==> src/rtl/randomizer_packer.sv <==
// randomizer_packer: consumes the randomizer's 2-bit symbol stream, optionally
// von Neumann debiases each symbol, packs the accepted bits MSB-first into
// bytes and buffers the bytes in a first-word-fall-through FIFO.
//
// Ports:
//   i_clk    clock
//   i_reset  synchronous active-high reset (clears packer, FIFO and drop count)
//   i_en     symbol enable; i_r is consumed on edges where i_en=1
//   i_r      2-bit random symbol
//   o_data   head-of-FIFO byte, meaningful while o_valid=1
//   o_valid  FIFO non-empty
//   i_ready  consumer accepts o_data on edges where o_valid & i_ready
//   o_level  number of bytes held in the FIFO
//   o_drop   bytes discarded because the FIFO was full (saturates at 255)
module randomizer_packer #(
  parameter int unsigned DEPTH  = 4,
  parameter int unsigned DEBIAS = 1
) (
  input  logic                           i_clk,
  input  logic                           i_reset,
  input  logic                           i_en,
  input  logic [1:0]                     i_r,
  output logic [7:0]                     o_data,
  output logic                           o_valid,
  input  logic                           i_ready,
  output logic [$clog2(DEPTH+1)-1:0]     o_level,
  output logic [7:0]                     o_drop
);

  localparam int LW = $clog2(DEPTH + 1);
  localparam int PW = $clog2(DEPTH);

  logic [7:0]    sh_q, sh_d, sh_next;
  logic [3:0]    cnt_q, cnt_d, cnt_next;
  logic          take, complete;
  logic [7:0]    mem_q [DEPTH];
  logic [PW-1:0] wptr_q, rptr_q;
  logic [LW-1:0] level_q;
  logic [7:0]    drop_q;
  logic          full, pop, push, drop;

  // Bit acceptance and byte assembly.
  always_comb begin
    take     = 1'b0;
    sh_next  = sh_q;
    cnt_next = cnt_q;
    if (DEBIAS != 0) begin
      // Only 10 and 01 carry a bit; the bit equals i_r[1].
      take     = i_en & (i_r[1] ^ i_r[0]);
      sh_next  = {sh_q[6:0], i_r[1]};
      cnt_next = cnt_q + 4'd1;
    end else begin
      take     = i_en;
      sh_next  = {sh_q[5:0], i_r};
      cnt_next = cnt_q + 4'd2;
    end
    complete = take && (cnt_next == 4'd8);
    sh_d     = take ? sh_next : sh_q;
    cnt_d    = take ? (complete ? 4'd0 : cnt_next) : cnt_q;
  end

  // FIFO control; a full FIFO still accepts when the head leaves on the same edge.
  always_comb begin
    full = (level_q == LW'(DEPTH));
    pop  = (level_q != '0) && i_ready;
    push = complete && (!full || pop);
    drop = complete && full && !pop;
  end

  always_ff @(posedge i_clk) begin
    if (i_reset) begin
      sh_q    <= 8'h00;
      cnt_q   <= 4'd0;
      wptr_q  <= '0;
      rptr_q  <= '0;
      level_q <= '0;
      drop_q  <= 8'h00;
      for (int i = 0; i < DEPTH; i++) begin
        mem_q[i] <= 8'h00;
      end
    end else begin
      sh_q  <= sh_d;
      cnt_q <= cnt_d;
      if (push) begin
        mem_q[wptr_q] <= sh_next;
        wptr_q        <= wptr_q + PW'(1);
      end
      if (pop) begin
        rptr_q <= rptr_q + PW'(1);
      end
      if (push && !pop) begin
        level_q <= level_q + LW'(1);
      end else if (pop && !push) begin
        level_q <= level_q - LW'(1);
      end
      if (drop && (drop_q != 8'hFF)) begin
        drop_q <= drop_q + 8'd1;
      end
    end
  end

  assign o_data  = mem_q[rptr_q];
  assign o_valid = (level_q != '0);
  assign o_level = level_q;
  assign o_drop  = drop_q;

endmodule

==> config.mk <==
export PLATFORM = sky130hd
export DESIGN_NAME = randomizer_packer
export DESIGN_NICKNAME = d
export VERILOG_FILES = /design/src/rtl/randomizer_packer.sv
export SDC_FILE = /design/constraint.sdc
export NUM_CORES = 1
export LEC_CHECK = 0
export CORE_MARGIN = 2
export CORE_UTILIZATION = 30
export CTS_BUF_LIST = sky130_fd_sc_hd__clkbuf_8
export CTS_CLUSTER_SIZE = 25
export DETAILED_ROUTE_END_ITERATION = 6
export PLACE_DENSITY_LB_ADDON = 0.2
export SLEW_MARGIN = 20
export SYNTH_ARGS = -nofsm -noshare
export SYNTH_HDL_FRONTEND = slang
export SYNTH_SLANG_ARGS = --single-unit
==> constraint.sdc <==
create_clock -name i_clk -period 3.7 [get_ports i_clk]
set_input_delay 0.555 -clock i_clk [delete_from_list [all_inputs] [get_ports i_clk]]
set_output_delay 0.555 -clock i_clk [all_outputs]
set_load 0.01 [all_outputs]
* After elaboration in Yosys (flattened, before gate mapping)
Memories as Yosys holds them, arrays and structs flattened. A register that Yosys moved wholly into a read port is not among the register bits.
Cells that the tools add are included.
** Storage, ports and cells
- Register bits :: 26
- Memory bits (writable) :: 32
- Input port bits :: 6
- Output and inout port bits :: 20
- Word-level logic and storage cells :: 46
- Memories :: 1
** Memory list
- mem_q :: depth 4, width 8, read ports 1, clocked after memory_dff 1, wr ports 4, RTL line 36 : logic [7:0] mem_q [DEPTH];
** Operators by class
- Add/subtract/negate cells :: 6
- Eq/ne operators :: 3
- Muxes and demuxes :: 13
- Bitwise operators :: 2
- Reductions and logical operators :: 15
** Operators with widths (count)
- $add 8x1->8 const B :: 1
- $logic_and 1x1->1 :: 8
- $mux 8 :: 1
- $ne 8x8->1 const B :: 1
- $reduce_or 8->1 :: 1
- $mux 1 :: 6
- $mux 2 :: 3
- $mux 3 :: 2
- $add 2x1->2 const B :: 2
- $add 4x1->4 const B :: 1
- $eq 4x4->1 const B :: 1
- $mux 4 :: 1
- $add 3x1->3 const B :: 1
- $eq 3x3->1 const B :: 1
- $logic_not 1->1 :: 3
- $reduce_bool 3->1 :: 1
- $sub 3x1->3 const B :: 1
- $reduce_bool 2->1 :: 1
- $and 1x1->1 :: 1
- $logic_or 1x1->1 :: 1
- $xor 1x1->1 :: 1

* Logic depth before layout (Yosys ltp)
Gate-level depths: netlist of run 1.
- Depth after elaboration :: 9
- Depth in mapped cells :: 11
- Mapped depth without buffers :: 11

* Worst setup path after synthesis of run 1
OpenSTA, ideal clock, no wires.
- Kind :: in2reg
- From :: input i_r[1]
- To :: register level_q[2] (netlist: o_level[2])
- Setup time :: 0.070 ns
- Arrival time :: 2.733 ns
- Required time :: 3.630 ns
- Path slack :: 0.897 ns
- Stages on the path :: 10
- Buffers on the path :: 0
- Path through :: xor2_2 -> nand4_4 -> or3_4 -> inv_2 -> ha_1 -> inv_1 -> fa_1 -> xor2_1 -> or3_1 -> a21oi_1
** On the way
- Cells in the longest elaborated chain, start to end :: 7
- Elaborated cells between the ends (all ways) :: 9
- Those cells by class :: mux: 1; bitwise: 2; reduce/logical: 6
** Ends and longest elaborated chain
- start: declaration :: RTL line 22 : input logic [1:0] i_r,
- $xor 1x1->1 (*) :: RTL line 49 : take = i_en & (i_r[1] ^ i_r[0]);
- $and 1x1->1 (*) :: RTL line 49
- $logic_and 1x1->1 (*) :: RTL line 57 : complete = take && (cnt_next == 4'd8);
- $logic_and 1x1->1 (*) :: RTL line 66 : push = complete && (!full || pop);
- via push :: RTL line 40 : logic full, pop, push, drop;
- $logic_not 1->1 :: RTL line 93 : end else if (pop && !push) begin
- $logic_and 1x1->1 :: RTL line 93
- $reduce_bool 2->1 (no line)
- end signal: assignment :: RTL line 92 : level_q <= level_q + LW'(1);
- end signal: assignment :: RTL line 94 : level_q <= level_q - LW'(1);
- end: declaration :: RTL line 38 : logic [LW-1:0] level_q;
The timed path passes the listed nets; every way through them passes the cells marked *.
A chain may end at the register's enable or synchronous reset.

* Worst setup path in the final report of run 1
Ends and elaborated chain as after synthesis.

==> results of run 1 <==
-- cell usage in the layout, fill, tap and decap left out, types with 8 or more instances in the layout --
cell type         n
mux4_2            8
nand3_1          14
clkbuf_8          9
nand2_1           9
dfxtp_1          28
clkdlybuf4s50_1  25
nor2_1           17
edfxtp_1         32
a21oi_1          12
and2_1           27
-- tightest hold or removal path: stages (launching register included) --
cell and delay, ns:
dfxtp_1 0.34, nand2_1 0.06, a21oi_1 0.05
-- stage by stage --
| stage | power, mW | utilization |
|---|---|---|
| after floorplan | 0.923 | - |
| after global placement | 1.04 | 0.355 |
| after detailed placement | 1.04 | 0.355 |
| after CTS | 1.64 | 0.378 |
| after global routing | 1.69 | 0.378 |
| final | 1.61 | 0.378 |
-- cell type report --
cell class              count  share of cell area
clock buffers               9              0.0376
flip-flops and latches     60               0.462
well taps                 108              0.0410
multi-input cells         147               0.342
repair buffers             32              0.0919
clock inverters             7              0.0228
inverters                   3             0.00342
-- routing by layer --
layer	track usage	up-vias	part of all wire	routed length (µm)
li1	-	850	-	-
met1	0.143	817	0.45	2420
met2	0.202	30	0.50	2670
met3	0.0475	6	0.039	209
met4	0.0379	0	0.011	59
met5	0	-	0	0
-- path summary, 6_finish.rpt --
kind	cells after the start	slack (ns)	to	startpoint
min	2	0.50	sh_q[6]	sh_q[6]
max	11	0.68	o_level[2]	i_r[1]
min reg2reg	2	0.50	sh_q[6]	sh_q[6]
max reg2reg	11	0.85	o_level[2]	cnt_q[0]
-- flip-flops by register name (all words and copies together), names as in the netlist, named ones only --
signal / count
o_level: 3
rptr_q: 2
wptr_q: 2
cnt_q: 4
sh_q: 7
o_drop: 8
mem_q: 32
-- power breakdown --
group | internal (mW) | switching [mW] | leakage [nW] | total [mW]
registers | 0.733 | 0.0388 | 0.554 | 0.772
clock network | 0.313 | 0.279 | 0.0918 | 0.591
logic | 0.138 | 0.110 | 0.509 | 0.248
total | 1.18 | 0.428 | 1.16 | 1.61
-- logic make-up after synthesis --
kind of cell	Yosys count	synth area share
AO/OA/AOI/OAI	18	0.0374
XOR/XNOR	14	0.0481
multiplexers	12	0.0818
flip-flops	60	0.562
adder cells (fa/ha/maj)	5	0.0259
AND/OR/NAND/NOR	98	0.223
buffers and inverters	12	0.0222
==> flow_summary.toml, run 1 <==
[floorplan]
die_area_um2 = 9800
coreArea_um2 = 8720
num_rows = 34
die_x_um = 99
die_height_um = 99
ios = 26
start_util = 0.310

[timing]
relSlewSlack = 0.460
slew_viol_final = 0
fin_crit_sh = 0.816
clock_skew_ns = 0.00855
tightest_slew_ns = 0.803
hold_ws_ns = 0.498
fin_ws_ns = 0.680
max_freq_mhz = 331
hold_violations = 0
finalSetupViolCount = 0
final.min_clock_period_ns = 3.02
grt_setup_unrepaired = "false"
tns_ns = 0

[layout]
nNetsFinal = 264
stdcell_area_um2 = 3300
areaGrowthSynthToFinish_pct = 21.7
multi_input_area_um2 = 1130
n_antenna_cell = 0
seq_area_um2 = 1520
stdcell_count = 366
n_fill_cell = 857
layout-drive-gt1-share = 0.186

[synth]
synthCells = 219
synth_ff_type = "edfxtp_1"
synth_fp_nets = 230
netlist_area_um2 = 2710
synth_top_area_frac = 0.355
synth_common_cells = "edfxtp_1 (32), dfxtp_1 (28), and2_1 (27), nor2_1 (17), nand3_1 (14)"
synth-edff-count = 32
syn_avg_cell_area_um2 = 12.4
yosys.cell_count.top_type = "edfxtp_1"
synth.largest_area_cell = "edfxtp_1"
ys_top_cells_by_area = "edfxtp_1 (35%), dfxtp_1 (21%), mux4_2 (6.7%)"
seq_area_frac_synth = 0.562
synth_cell_types = 44
synth-async-reset-ratio = 0
yosys_warnings = 0
ys_seq_elements = 60

[critical_path]
crit_path_start_kind = "input port"
crit_buf_inv = 3
crit_path_max_incr_delay_ns = 0.61
crit_path_end_kind = "flop"
crit_family = "simple AND/OR/NAND/NOR gates"
crit_slowest_cell = "clkdlybuf4s50_1"
crit_type = "in -> reg"
required_ns = 3.97
crit_chain = "clkdlybuf4s50_1, xor2_2, nand4_4, or3_4, inv_2, ha_1, inv_1, fa_1, xor2_1, or3_1, a21oi_1"
cp_max_fo = 7
arrival_ns = 3.29

[clock_network]
cts-resized-gates = 0
clock_latency_ns = 0.34
cts.sinks = 60
hold_buffers = 0
clk_pin_slew_ns = 0.07
htree_levels = 3
cts_setup_buffers = 0
root_buffer = "clkbuf_8"
cts_made_buffers = 9
tritoncts = "yes"
clock_path_buffers = 2

[global_routing]
antenna_found_initial = 0
grt_max_degree = 35
grt_pass1_wl_um = 8980
grt_pass1_vias = 1784
grt-ovfl-total = 0
grt_use_total = 0.121

[detailed_routing]
drc = 0
wirelength_um = 5370
wl_per_cell_um = 14.7
drtIter0Drc = 82
postRouteAntennaNets = 0
drtPass1Iterations = 4
viasPerCell = 4.65
vias = 1703

[worst_hold_path]
hold_path.class = "reg -> reg"

[placed_design]
placedCellCount = 350
dpl.hpwl_um = 3580
place.gp.congestion = 0.702
place_ws_ns = 0.313
portBuffers = 25
placed_area_um2 = 3100

[pwr]
p_per_area_nw_per_um2 = 489
leakagePower_nw = 1.16
peakVddDrop_mv = 0.196

[outcome]
status = "finished clean"

[run]
cap_violations = 0
(Power assumes the default switching activity.)
==> run 2: changes to the inputs <==
- clock period: 3.7 -> 2.93 ns (I/O delays scaled with it)
==> flow_summary.toml, run 2 (same netlist as run 1, synthesis figures left out) <==
[global_routing]
grt-ovfl-total = 0
grt_pass1_wl_um = 9000
antenna_found_initial = 0
grt_use_total = 0.121
grt_max_degree = 35
grt_pass1_vias = 1791

[placed_design]
dpl.hpwl_um = 3600
portBuffers = 25
placedCellCount = 360
place.gp.congestion = 0.730
placed_area_um2 = 3170

[layout]
largest_reg_flops = 32
n_antenna_cell = 0
nNetsFinal = 274
final_common_cell = "edfxtp_1"
stdcell_area_um2 = 3420
n_fill_cell = 839
areaGrowthSynthToFinish_pct = 26.2
layout_common_cells = "edfxtp_1 (32), dfxtp_1 (28), and2_1 (27), clkdlybuf4s50_1 (25)"
regMostFlops = "mem_q"
stdcell_count = 376
seq_area_um2 = 1520
layout-drive-gt1-share = 0.216
multi_input_area_um2 = 1130

[detailed_routing]
postRouteAntennaNets = 0
drtIter0Drc = 52
viasPerCell = 4.64
drc = 0
drtPass1Iterations = 4
vias = 1746
wl_per_cell_um = 14.3
wirelength_um = 5380

[clock_network]
cts_setup_buffers = 0
hold_buffers = 0
cts-resized-gates = 0
tritoncts = "yes"
root_buffer = "clkbuf_8"
clk_pin_slew_ns = 0.08
cts.sinks = 60
clock_path_buffers = 2
htree_levels = 3
cts_made_buffers = 9
clock_latency_ns = 0.34

[floorplan]
die_x_um = 99
ios = 26
die_area_um2 = 9800
start_util = 0.310
coreArea_um2 = 8720
die_height_um = 99
num_rows = 34

[critical_path]
crit_path_start_kind = "input port"
required_ns = 3.20
crit_path_end_kind = "flop"
cp_max_fo = 2
arrival_ns = 2.92
crit_type = "in -> reg"

[run]
cap_violations = 0

[timing]
grt_setup_unrepaired = "false"
hold_ws_ns = 0.507
max_freq_mhz = 377
tightest_slew_ns = 0.586
finalSetupViolCount = 0
clock_skew_ns = 0.0135
hold_violations = 0
final.min_clock_period_ns = 2.65
fin_crit_sh = 0.904
relSlewSlack = 0.609
slew_viol_final = 0

[pwr]
leakagePower_nw = 1.23
comb_power_share = 0.142
internal_power_mw = 1.67
pwr-share-clk = 0.417
p_per_area_nw_per_um2 = 646
peakVddDrop_mv = 0.252
p_switching_mw = 0.539
swShare = 0.244
seq_power_share = 0.440

[outcome]
status = "finished clean"

[worst_hold_path]
hold_path.class = "reg -> reg"
-- run 2: changes by cell type in the layout (fill, tap and decap cells not counted) --
cell        previous run  this run
buf_4                  7        17
bufinv_16              1         3
clkinv_2               1         0
clkinvlp_4             3         2
-- run 2: path summary, 6_finish.rpt --
path	slack, ns	end	from	depth (start not counted)
worst max-delay path	0.28	o_level[2]	i_r[1]	11
worst min-delay path	0.51	cnt_q[1]	cnt_q[1]	2
worst max register to register	0.29	o_level[2]	cnt_q[0]	11
worst min register to register	0.51	cnt_q[1]	cnt_q[1]	2
-- run 2: layout make-up --
type | count | area share
clock buffers | 9 | 0.0362
inverters | 3 | 0.00329
well taps | 108 | 0.0395
multi-input cells | 147 | 0.329
clock inverters | 7 | 0.0359
repair buffers | 42 | 0.111
flip-flops and latches | 60 | 0.445
-- run 2: power by group through the flow --
stage               logic, mW  registers (mW)  clock network [mW]
floorplan               0.189           0.976                   0
CTS                     0.320           0.976               0.946
finish                  0.314           0.973               0.922
global route            0.344           0.985               0.981
detailed placement      0.320           0.995                   0
global placement        0.316           0.994                   0
-- run 2: stage by stage --
stage | setup WS [ns] | setup TNS (ns) | utilization | power (mW)
after floorplan | 0.243 | 0 | - | 1.17
after global placement | -0.0283 | -0.0283 | 0.364 | 1.31
after detailed placement | -0.0979 | -0.0979 | 0.364 | 1.31
after CTS | 0.262 | 0 | 0.392 | 2.24
after global routing | 0.149 | 0 | 0.392 | 2.31
final | 0.280 | 0 | 0.392 | 2.21
-- run 2: worst max-delay path: stages --
cell and delay (ns):
clkdlybuf4s50_1 0.55, xor2_2 0.22, nand4_4 0.12, or3_4 0.35, inv_2 0.06, ha_1 0.16
inv_1 0.05, fa_1 0.37, xor2_1 0.16, or3_1 0.30, a21oi_1 0.14
-- run 2: metal layers --
layer,GRT usage,routed length [µm],vias up
met4,0.0664,108,0
met1,0.152,2480,838
met3,0.0298,174,9
met2,0.192,2620,32
met5,0,0,-
li1,-,-,867
